===== config.mk =====
export PLATFORM = sky130hd
export DESIGN_NAME = eeprom_ctrl_flat
export DESIGN_NICKNAME = d
export VERILOG_FILES = /design/src/rtl/eeprom_pkg.sv /design/src/rtl/eeprom_ctrl_if.sv /design/src/rtl/eeprom_page_buf.sv /design/src/rtl/eeprom_ctrl.sv /design/src/flat_wrapper.sv
export SDC_FILE = /design/constraint.sdc
export NUM_CORES = 1
export LEC_CHECK = 0
export BUFFER_PORTS_ARGS = -buffer_cell sky130_fd_sc_hd__buf_2
export CORE_MARGIN = 10
export CORE_UTILIZATION = 59
export CTS_CLUSTER_SIZE = 40
export DETAILED_ROUTE_END_ITERATION = 8
export GPL_TIMING_DRIVEN = 0
export PLACE_DENSITY = 0.8
export SYNTH_ARGS = -nofsm -noshare
export SYNTH_HDL_FRONTEND = slang
export SYNTH_SLANG_ARGS = --single-unit

===== constraint.sdc =====
create_clock -name clk -period 2.7 [get_ports clk]
set_input_delay 0.54 -clock clk [delete_from_list [all_inputs] [get_ports clk]]
set_output_delay 0.54 -clock clk [all_outputs]
set_load 0.005 [all_outputs]

===== src/rtl/eeprom_pkg.sv =====
// rtl/eeprom_pkg.sv - shared state encoding and default constants for the EEPROM controller
package eeprom_pkg;

  typedef enum logic [2:0] {
    ST_IDLE   = 3'd0,
    ST_ADDR   = 3'd1,
    ST_DATA   = 3'd2,
    ST_COMMIT = 3'd3,
    ST_TWR    = 3'd4
  } state_t;

  localparam int DEF_ADDR_W     = 8;
  localparam int DEF_PAGE_BYTES = 8;
  localparam int DEF_TWR_CYCLES = 64;

  // Byte returned to the master when it reads during a commit or tWR window
  localparam logic [7:0] BUSY_READ_BYTE = 8'hFF;

endpackage


===== src/rtl/eeprom_ctrl_if.sv =====
// rtl/eeprom_ctrl_if.sv - front-end byte handshake and storage-array bus of the EEPROM controller
interface eeprom_ctrl_if #(
  parameter int ADDR_W = 8
) ();

  logic              i2c_start;
  logic              i2c_stop;
  logic              rx_valid;
  logic [7:0]        rx_byte;
  logic              ack_valid;
  logic              ack;
  logic              tx_req;
  logic              tx_valid;
  logic [7:0]        tx_byte;
  logic              busy;
  logic              mem_cs;
  logic              mem_write;
  logic [ADDR_W-1:0] mem_addr;
  logic [7:0]        mem_wdata;
  logic [7:0]        mem_rdata;

  // Front end and storage array side
  modport master (
    output i2c_start, i2c_stop, rx_valid, rx_byte, tx_req, mem_rdata,
    input  ack_valid, ack, tx_valid, tx_byte, busy,
    input  mem_cs, mem_write, mem_addr, mem_wdata
  );

  // Controller side
  modport slave (
    input  i2c_start, i2c_stop, rx_valid, rx_byte, tx_req, mem_rdata,
    output ack_valid, ack, tx_valid, tx_byte, busy,
    output mem_cs, mem_write, mem_addr, mem_wdata
  );

endinterface


===== src/rtl/eeprom_page_buf.sv =====
// rtl/eeprom_page_buf.sv - page write buffer with per-byte dirty bits for the commit scan
module eeprom_page_buf #(
  parameter int PAGE_BYTES = 8,
  parameter int OFF_W      = $clog2(PAGE_BYTES)
) (
  input  logic             clk,
  input  logic             rst_n,
  input  logic             wr_en,
  input  logic [OFF_W-1:0] wr_off,
  input  logic [7:0]       wr_data,
  input  logic             clear,
  input  logic [OFF_W-1:0] rd_off,
  output logic [7:0]       rd_data,
  output logic             rd_dirty,
  output logic             any_dirty
);

  logic [7:0]            data_q [PAGE_BYTES];
  logic [PAGE_BYTES-1:0] dirty_q;

  // Byte storage; contents are only meaningful where the dirty bit is set
  always_ff @(posedge clk) begin
    if (!rst_n) begin
      for (int i = 0; i < PAGE_BYTES; i++) data_q[i] <= '0;
    end else if (wr_en) begin
      data_q[wr_off] <= wr_data;
    end
  end

  // Dirty bits; clear wins over a same-cycle write so a discard is total
  always_ff @(posedge clk) begin
    if (!rst_n || clear) begin
      dirty_q <= '0;
    end else if (wr_en) begin
      dirty_q[wr_off] <= 1'b1;
    end
  end

  assign rd_data   = data_q[rd_off];
  assign rd_dirty  = dirty_q[rd_off];
  assign any_dirty = |dirty_q;

endmodule


===== src/rtl/eeprom_ctrl.sv =====
// rtl/eeprom_ctrl.sv - EEPROM byte controller top; optional EEPROM_WP_EN adds the wp write-protect input
module eeprom_ctrl
  import eeprom_pkg::*;
#(
  parameter int ADDR_W     = DEF_ADDR_W,
  parameter int PAGE_BYTES = DEF_PAGE_BYTES,
  parameter int TWR_CYCLES = DEF_TWR_CYCLES
) (
  input  logic clk,
  input  logic rst_n,
`ifdef EEPROM_WP_EN
  input  logic wp,
`endif
  eeprom_ctrl_if.slave bus
);

  localparam int              OFF_W     = $clog2(PAGE_BYTES);
  localparam int              TWR_W     = $clog2(TWR_CYCLES + 1);
  localparam logic [ADDR_W-1:0] PAGE_MASK = ADDR_W'(PAGE_BYTES - 1);

  state_t            state, next_state;
  logic [ADDR_W-1:0] ptr_q;
  logic [OFF_W-1:0]  scan_q;
  logic [TWR_W-1:0]  twr_q;

  logic              wp_act;
  logic              busy_st;
  logic              scan_last;
  logic              twr_last;
  logic              wr_en;
  logic              rx_accept;
  logic              tx_serve;
  logic              tx_busy;
  logic              buf_clear;
  logic [7:0]        buf_rd_data;
  logic              buf_rd_dirty;
  logic              buf_any_dirty;
  logic [ADDR_W-1:0] ptr_page_inc;
  logic [ADDR_W-1:0] page_base;

`ifdef EEPROM_WP_EN
  assign wp_act = wp;
`else
  assign wp_act = 1'b0;
`endif

  assign busy_st   = (state == ST_COMMIT) || (state == ST_TWR);
  assign scan_last = (scan_q == OFF_W'(PAGE_BYTES - 1));
  assign twr_last  = (twr_q == TWR_W'(TWR_CYCLES - 1));
  assign wr_en     = (state == ST_DATA) && bus.rx_valid && !wp_act;
  assign rx_accept = bus.rx_valid &&
                     ((state == ST_ADDR) || ((state == ST_DATA) && !wp_act));
  // A received byte always takes the cycle; a colliding read request is dropped
  assign tx_serve  = bus.tx_req && !bus.rx_valid &&
                     ((state == ST_IDLE) || (state == ST_ADDR));
  assign tx_busy   = bus.tx_req && !bus.rx_valid && busy_st;

  // Writes wrap inside the current page; reads wrap over the whole array
  assign ptr_page_inc = (ptr_q & ~PAGE_MASK) | ((ptr_q + ADDR_W'(1)) & PAGE_MASK);
  assign page_base    = ptr_q & ~PAGE_MASK;

  // Leaving DATA without committing, or finishing a commit, empties the buffer
  assign buf_clear = ((state == ST_DATA) &&
                      ((next_state == ST_IDLE) || (next_state == ST_ADDR))) ||
                     ((state == ST_COMMIT) && (next_state == ST_TWR));

  eeprom_page_buf #(
    .PAGE_BYTES (PAGE_BYTES),
    .OFF_W      (OFF_W)
  ) u_page_buf (
    .clk       (clk),
    .rst_n     (rst_n),
    .wr_en     (wr_en),
    .wr_off    (ptr_q[OFF_W-1:0]),
    .wr_data   (bus.rx_byte),
    .clear     (buf_clear),
    .rd_off    (scan_q),
    .rd_data   (buf_rd_data),
    .rd_dirty  (buf_rd_dirty),
    .any_dirty (buf_any_dirty)
  );

  // State register
  always_ff @(posedge clk) begin
    if (!rst_n) state <= ST_IDLE;
    else        state <= next_state;
  end

  // Next-state logic; a byte arriving with STOP counts toward the dirty check
  always_comb begin
    next_state = state;
    case (state)
      ST_IDLE: begin
        if (bus.i2c_start) next_state = ST_ADDR;
      end
      ST_ADDR: begin
        if (bus.i2c_stop)      next_state = ST_IDLE;
        else if (bus.rx_valid) next_state = ST_DATA;
      end
      ST_DATA: begin
        if (bus.i2c_stop) begin
          if ((buf_any_dirty || wr_en) && !wp_act) next_state = ST_COMMIT;
          else                                     next_state = ST_IDLE;
        end else if (bus.i2c_start) begin
          next_state = ST_ADDR;
        end
      end
      ST_COMMIT: begin
        if (scan_last) next_state = ST_TWR;
      end
      ST_TWR: begin
        if (twr_last) next_state = ST_IDLE;
      end
      default: next_state = ST_IDLE;
    endcase
  end

  // Storage bus drive: commit scan writes dirty offsets, reads address the pointer
  always_comb begin
    bus.mem_cs    = 1'b0;
    bus.mem_write = 1'b0;
    bus.mem_addr  = '0;
    bus.mem_wdata = '0;
    bus.busy      = busy_st;
    if (rst_n) begin
      if ((state == ST_COMMIT) && buf_rd_dirty) begin
        bus.mem_cs    = 1'b1;
        bus.mem_write = 1'b1;
        bus.mem_addr  = page_base | ADDR_W'(scan_q);
        bus.mem_wdata = buf_rd_data;
      end else if (tx_serve) begin
        bus.mem_cs   = 1'b1;
        bus.mem_addr = ptr_q;
      end
    end
  end

  // Pointer, scan/tWR counters and registered handshake responses
  always_ff @(posedge clk) begin
    if (!rst_n) begin
      ptr_q         <= '0;
      scan_q        <= '0;
      twr_q         <= '0;
      bus.ack_valid <= 1'b0;
      bus.ack       <= 1'b0;
      bus.tx_valid  <= 1'b0;
      bus.tx_byte   <= '0;
    end else begin
      bus.ack_valid <= bus.rx_valid;
      bus.ack       <= rx_accept;
      bus.tx_valid  <= tx_serve || tx_busy;
      if (tx_busy)       bus.tx_byte <= BUSY_READ_BYTE;
      else if (tx_serve) bus.tx_byte <= bus.mem_rdata;

      if ((state == ST_ADDR) && bus.rx_valid) ptr_q <= ADDR_W'(bus.rx_byte);
      else if (wr_en)                         ptr_q <= ptr_page_inc;
      else if (tx_serve)                      ptr_q <= ptr_q + ADDR_W'(1);

      scan_q <= (state == ST_COMMIT) ? scan_q + OFF_W'(1) : '0;
      twr_q  <= ((state == ST_TWR) && !twr_last) ? twr_q + TWR_W'(1) : '0;
    end
  end

endmodule


===== src/flat_wrapper.sv =====
// flat-port wrapper written by rule: the top's interface ports become plain ports
module eeprom_ctrl_flat import eeprom_pkg::*;
#(
  parameter int ADDR_W     = DEF_ADDR_W,
  parameter int PAGE_BYTES = DEF_PAGE_BYTES,
  parameter int TWR_CYCLES = DEF_TWR_CYCLES
)
  (clk, rst_n, bus_i2c_start, bus_i2c_stop, bus_rx_valid, bus_rx_byte, bus_tx_req, bus_mem_rdata, bus_ack_valid, bus_ack, bus_tx_valid, bus_tx_byte, bus_busy, bus_mem_cs, bus_mem_write, bus_mem_addr, bus_mem_wdata);
  eeprom_ctrl_if #(.ADDR_W(ADDR_W)) bus_i ();
  input  logic clk;
  input  logic rst_n;
  input wire logic [$bits(bus_i.i2c_start)-1:0] bus_i2c_start;
  input wire logic [$bits(bus_i.i2c_stop)-1:0] bus_i2c_stop;
  input wire logic [$bits(bus_i.rx_valid)-1:0] bus_rx_valid;
  input wire logic [$bits(bus_i.rx_byte)-1:0] bus_rx_byte;
  input wire logic [$bits(bus_i.tx_req)-1:0] bus_tx_req;
  input wire logic [$bits(bus_i.mem_rdata)-1:0] bus_mem_rdata;
  output wire logic [$bits(bus_i.ack_valid)-1:0] bus_ack_valid;
  output wire logic [$bits(bus_i.ack)-1:0] bus_ack;
  output wire logic [$bits(bus_i.tx_valid)-1:0] bus_tx_valid;
  output wire logic [$bits(bus_i.tx_byte)-1:0] bus_tx_byte;
  output wire logic [$bits(bus_i.busy)-1:0] bus_busy;
  output wire logic [$bits(bus_i.mem_cs)-1:0] bus_mem_cs;
  output wire logic [$bits(bus_i.mem_write)-1:0] bus_mem_write;
  output wire logic [$bits(bus_i.mem_addr)-1:0] bus_mem_addr;
  output wire logic [$bits(bus_i.mem_wdata)-1:0] bus_mem_wdata;
  assign bus_i.i2c_start = bus_i2c_start;
  assign bus_i.i2c_stop = bus_i2c_stop;
  assign bus_i.rx_valid = bus_rx_valid;
  assign bus_i.rx_byte = bus_rx_byte;
  assign bus_i.tx_req = bus_tx_req;
  assign bus_i.mem_rdata = bus_mem_rdata;
  assign bus_ack_valid = bus_i.ack_valid;
  assign bus_ack = bus_i.ack;
  assign bus_tx_valid = bus_i.tx_valid;
  assign bus_tx_byte = bus_i.tx_byte;
  assign bus_busy = bus_i.busy;
  assign bus_mem_cs = bus_i.mem_cs;
  assign bus_mem_write = bus_i.mem_write;
  assign bus_mem_addr = bus_i.mem_addr;
  assign bus_mem_wdata = bus_i.mem_wdata;
  eeprom_ctrl #(.ADDR_W(ADDR_W), .PAGE_BYTES(PAGE_BYTES), .TWR_CYCLES(TWR_CYCLES)) u_core (.clk(clk), .rst_n(rst_n), .bus(bus_i));
endmodule

Yosys cells after proc, flatten, opt, wreduce, memory -nomap -nowiden
Memory sizes are Yosys's and may differ from the RTL's. A register that Yosys moved wholly into a read port is not among the register bits.
Index checks and enable logic that the tools add are counted.
- $lt $le $gt $ge: 3
- shift operators: 0
- muxes and demuxes: 35
- reductions and logical operators: 30
- multiply operators: 0
- equality and inequality tests: 8
- divide/modulo/power cells: 0
- add/sub/neg operators: 3
- bitwise gates (word level): 3
- operators with widths (kind ; number):
    8-bit 2-to-1 mux ; 11
    3-bit 2-to-1 mux ; 8
    8-bit by 3-bit bitwise OR with 8-bit output ; 2
    8-bit OR reduction ; 2
    3-bit one-hot mux with 5 select lines ; 1
    1-bit 2-to-1 mux ; 12
    1-bit logical AND ; 11
    3-bit equality test, second input constant ; 3
    8-bit by 1-bit adder with 8-bit output, second input constant ; 1
    1-bit logical OR ; 8
    3-bit by 4-bit less-than comparator with 1-bit output, second input constant ; 2
    8-bit bitwise OR ; 1
    7-bit by 1-bit adder with 7-bit output, second input constant ; 1
    7-bit by 6-bit equality test with 1-bit output, second input constant ; 1
    3-bit by 1-bit equality test with 1-bit output, second input constant ; 2
    3-bit by 2-bit equality test with 1-bit output, second input constant ; 2
    3-bit logical NOT ; 2
    2-bit AND reduction ; 2
    3-bit by 1-bit adder with 3-bit output, second input constant ; 1
    1-bit binary-select mux with 3-bit select ; 1
    1-bit demux with 3-bit select ; 1
    3-bit by 1-bit greater-or-equal comparator with 1-bit output, second input constant ; 1
    1-bit logical NOT ; 3
    3-bit nonzero test ; 1
    other kinds (2) ; 2
- memory bits (writable): 64
- bits in latches: 0
- input bits: 22
- ROM bits: 0
- memories kept: 1
- bits in registers: 40
- memory list (memory ; words ; width ; rd ports ; clocked after memory_dff ; wr ports ; line ; source):
    u_core.u_page_buf.data_q ; 8 ; 8 ; 1 ; 1 ; 8 ; eeprom_page_buf.sv:18 ; logic [7:0] data_q [PAGE_BYTES];

Logic depth before layout (Yosys ltp)
- depth in word-level cells: 11
- gate-level depth with buffers: 7
- gate-level depth less buffers: 6

Hierarchy
A second synthesis with hierarchy kept.
- cells, all modules: 429
- area, all modules: 5078.6 µm²
- by module, submodules not included (module ; seq. area each (µm²) ; area an instance (µm²) ; cells an instance ; instances):
    eeprom_page_buf ; 2082.0 ; 3380.7 ; 238 ; 1
    eeprom_ctrl ; 640.6 ; 1697.9 ; 191 ; 1

Least setup slack after synthesis
No wires, ideal clock.
- kind: reg2reg
- start point: register u_core.state[2]
- end point: memory u_core.u_page_buf.data_q[4][0] (enable)
- stages on the path, launching flop included: 5
- setup slack: 0.650 ns
- arrival: 1.666 ns
- cells stage by stage: dfxtp_1 buf_2 nand4bb_1 or2_2 o21ai_0
- RTL lines (element ; line ; source):
    start, declared ; eeprom_ctrl.sv:21 ; state_t state, next_state;
    start signal, assigned ; eeprom_ctrl.sv:86 ; else state <= next_state;
    end, declared ; eeprom_page_buf.sv:18 ;

Final worst setup path
- start point: register u_core.scan_q[0]
- end point: output bus_mem_addr[2]
- word-level cells in the longest chain between the ends: 5
- RTL lines (element ; line ; source):
    start, declared ; eeprom_ctrl.sv:23 ; logic [OFF_W-1:0] scan_q;
    start signal, assigned ; eeprom_ctrl.sv:159 ; scan_q <= (state == ST_COMMIT) ? scan_q + OFF_W'(1) : '0;
    1-bit binary-select mux with 3-bit select ; eeprom_page_buf.sv:40 ; assign rd_dirty = dirty_q[rd_off];
    1-bit 2-to-1 mux (implied by the code) ; eeprom_page_buf.sv:40 ;
    1-bit logical AND ; eeprom_ctrl.sv:126 ; if ((state == ST_COMMIT) && buf_rd_dirty) begin
    8-bit 2-to-1 mux ; eeprom_ctrl.sv:126 ;
    8-bit 2-to-1 mux ; eeprom_ctrl.sv:125 ; if (rst_n) begin
    end, declared ; flat_wrapper.sv:25 ; output wire logic [$bits(bus_i.mem_addr)-1:0] bus_mem_addr;
No other way between the ends. The select of a mux whose other input is x is not followed.

==> reports/qor.yml <==
run_status:
  status: "complete, but fails checks"
  violations: "design-rule violations"
clock_network:
  cts_sinks: 104
  cts_buffers: 9
  htreeDepth: 3
  cts_root_buf: "clkbuf_8"
  hold_buffers: 0
  clk_pin_slew_worst_paths_ns: 0.10
  clockBufferDepth: 2
  clk_latency_ns: 0.37
  cts_tree: "built"
global_route:
  grt_max_degree: 18
  gr-total-overflow: 0
  grt_pass1_wl_mm: 19.4
  grt_pass1_vias: 3803
  grtUsageTotal_pct: 19.1
  antenna_found_initial: 0
critical_path:
  critPathKind: "reg2out"
  critical-path-max-stage-delay_ns: 0.53
  cp-start-kind: "register"
  path_cells: "mux4_2 > o21ai_0 > or2_1 > buf_4 > a32oi_1 > buf_2"
  critPathCaptureType: "primary output"
  r2r_slack_ns: 0.16
  arrival_ns: 2.10
  r2r_start: "u_core.state[2]"
  worstPathRequired_ns: 2.16
  r2r_end: "u_core.u_page_buf.data_q[7][4]"
  reg2regPathDepth: 4
  cp_slowest_cell: "mux4_2"
  crit_fanout: 10
die:
  ios: 52
  fp.dieW_um: 112
  start_util_pct: 60.5
  die_area_um2: 12400
  rows: 33
  die_h_um: 112
  core_region_area_um2: 8180
logic_synthesis:
  yosys-top-cells-area: "edfxtp_1, dfxtp_1, and2_1, mux4_2, o21ai_0"
  synthArstFlopShare_pct: 0
  synth_warnings: 0
  ys_seq_area_share_pct: 55.0
  synthesis.area_um2: 4950
  ys.flop_type: "edfxtp_1"
  yosys_register_bits: 104
  syn_inst: 432
  avgSynthCellArea_um2: 11.5
  ys_types: 54
  synth_edf_count: 64
  synth_top_cell_by_area: "edfxtp_1"
  syn_nets: 458
  synth_top_cell_area_share_pct: 38.8
drt:
  drc: 2
  drtPass1Iterations: 7
  viasPerCell: 6.21
  routedWlPerCell_um: 19.9
  first_iter_violations: 304
  wirelength_mm: 12.1
  antenna_left: 0
  vias: 3760
min_path:
  min-delay-path-class: "reg2reg"
  worstHoldEndpoint: "u_core.twr_q[0]"
  holdCritStartpoint: "u_core.twr_q[0]"
  min_path_cells: 1
sta:
  skew_ns: 0.0101
  fin_ws_ns: 0.0630
  rsz0062_at_grt: "no"
  hold_viol: 0
  maxSlewViolCount: 0
  clock.fmax_ghz: 0.379
  setup_tns_ns: 0
  min_period_ns: 2.64
  setup_viol: 0
  period_share_pct: 97.7
  worstMarginPinSlew_ns: 1.25
  relSlewSlack_pct: 16.1
final_layout:
  syn_to_final_growth_pct: 12.9
  drive_above_1_share_pct: 21.8
  nets: 521
  layoutNonFillerInstCount: 605
  final_cell_area_um2: 5590
  final_core_util_pct: 68.3
  multi_input_area_um2: 2100
  fillerInstances: 619
  diodes: 0
  seqCellArea_um2: 2730
placement:
  gp_congestion: 0.924
  post-place-ws_ns: -0.0263
  place_inst: 588
  placed_cell_area_um2: 5330
  io_buffers: 51
  dpl.hpwl_mm: 8.65
power:
  p_leak_nw: 2.15
  power.density_nw_per_um2: 543
  peakVddDrop_mv: 0.217
flow_run:
  cap_violations: 0
sequential cells by signal, summed over array words and instances, names as in the netlist:
signal                     cells
u_core.ptr_q                   8
u_core.state                   3
u_core.bus.ack                 1
u_core.bus.ack_valid           1
u_core.bus.tx_byte             8
u_core.u_page_buf.data_q      64
u_core.twr_q                   7
u_core.bus.tx_valid            1
u_core.scan_q                  3
u_core.u_page_buf.dirty_q      8
per-layer routing:
layer  wire length [um]  track usage (%)  up-vias
met4                243             6.08        0
met5                  0                0        -
met1               4900             22.9     1835
met2               6000             33.1      195
met3                924             4.51       26
li1                   -                -     1704
timing repair:
item / in CTS / in global routing
setup endpoints to repair: 18 / 35
hold endpoints to repair: 0 / 0
gates resized for setup: 6 / 10
gates cloned: 0 / 0
setup buffers: 0 / 0
cell type report:
class,instances,area share (%)
clock inverters,6,1.66
repair buffers,52,4.66
clock buffers,10,2.28
plain buffers,22,2.26
flip-flops and latches,104,48.8
inverters,7,0.470
multi-input cells,299,37.5
well taps,105,2.35
layout by cell type, fill, tap and decap left out, types with 2 or more instances in the layout:
master,n
nor2_1,33
nor4_1,4
bufinv_16,2
mux2_2,3
a32o_1,2
dfxtp_1,38
nand3_1,10
a21oi_1,16
clkbuf_1,10
or3_1,3
xnor2_1,2
o21ai_1,7
and3_1,4
buf_4,2
edfxtp_1,64
mux4_2,17
nand2b_1,6
inv_1,6
nor3_1,6
buf_6,2
and2_1,73
nand3b_1,3
nor3b_1,2
xor2_1,3
ha_1,4
o21ai_0,25
nor3_2,2
mux2i_1,8
o22ai_1,2
a32oi_1,2
buf_2,59
clkbuf_8,9
a31oi_1,3
dfxtp_2,2
nand2_1,30
o211ai_1,6
nand4_1,2
logic make-up (layout without fill, tap and decap cells):
logic type	count (synthesis)	in the layout	synth area share, %
AO/OA/AOI/OAI	73	73	8.75
adder cells (fa/ha/maj)	4	4	1.01
AND/OR/NAND/NOR	189	189	21.6
buffers and inverters	29	97	2.68
flip-flops	104	104	55.0
XOR/XNOR	5	5	0.885
multiplexers	28	28	10.0
power breakdown:
part,internal [W],switching (W)
clock,0.000530,0.000550
combinational,0.0000759,0.000131
sequential,0.00173,0.0000215
total,0.00233,0.000703
Yosys cell counts (2+ instances only):
| cell type | count |
|---|---|
| and2_1 | 73 |
| edfxtp_1 | 64 |
| dfxtp_1 | 40 |
| nor2_1 | 33 |
| nand2_1 | 30 |
| o21ai_0 | 30 |
| a21oi_1 | 17 |
| mux4_2 | 17 |
| clkbuf_1 | 11 |
| nand3_1 | 10 |
| mux2i_1 | 8 |
| buf_2 | 7 |
| inv_1 | 6 |
| nand2b_1 | 6 |
| nor3_1 | 6 |
| o211ai_1 | 6 |
| and3_1 | 4 |
| buf_4 | 4 |
| ha_1 | 4 |
| nor4_1 | 4 |
| a31oi_1 | 3 |
| mux2_2 | 3 |
| nand3b_1 | 3 |
| or3_1 | 3 |
| xor2_1 | 3 |
| a32o_1 | 2 |
| a32oi_1 | 2 |
| nand4_1 | 2 |
| nor3_2 | 2 |
| nor3b_1 | 2 |
| o21ai_1 | 2 |
| o22ai_1 | 2 |
| xnor2_1 | 2 |
critical path: cells and delay by family (launching register included):
family,cells,cell delay (ns)
simple gates,1,0.16
compound gates,2,0.32
flops,1,0.38
buf+inv,2,0.34
mux,1,0.53
metrics by stage:
stage	power, W	hold WS [ns]
after floorplan	0.00190	0.418
after global placement	0.00198	0.431
after detailed placement	0.00199	0.442
after CTS	0.00303	0.457
after global routing	0.00312	0.469
final	0.00304	0.459
worst max-delay path by stage:
stage                      from                        endpoint  cells past startpoint
2_1_floorplan   u_core.state[2]  u_core.u_page_buf.data_q[4][0]                      4
6_report       u_core.scan_q[0]                 bus_mem_addr[2]                      6
3_3_place_gp       bus_rx_valid  u_core.u_page_buf.data_q[4][7]                      4
4_1_cts         u_core.state[2]  u_core.u_page_buf.data_q[5][6]                      4
3_5_place_dp       bus_rx_valid  u_core.u_page_buf.data_q[5][6]                      4
5_1_grt        u_core.scan_q[0]                 bus_mem_addr[2]                      6
Power figures use the tool's default switching activity.
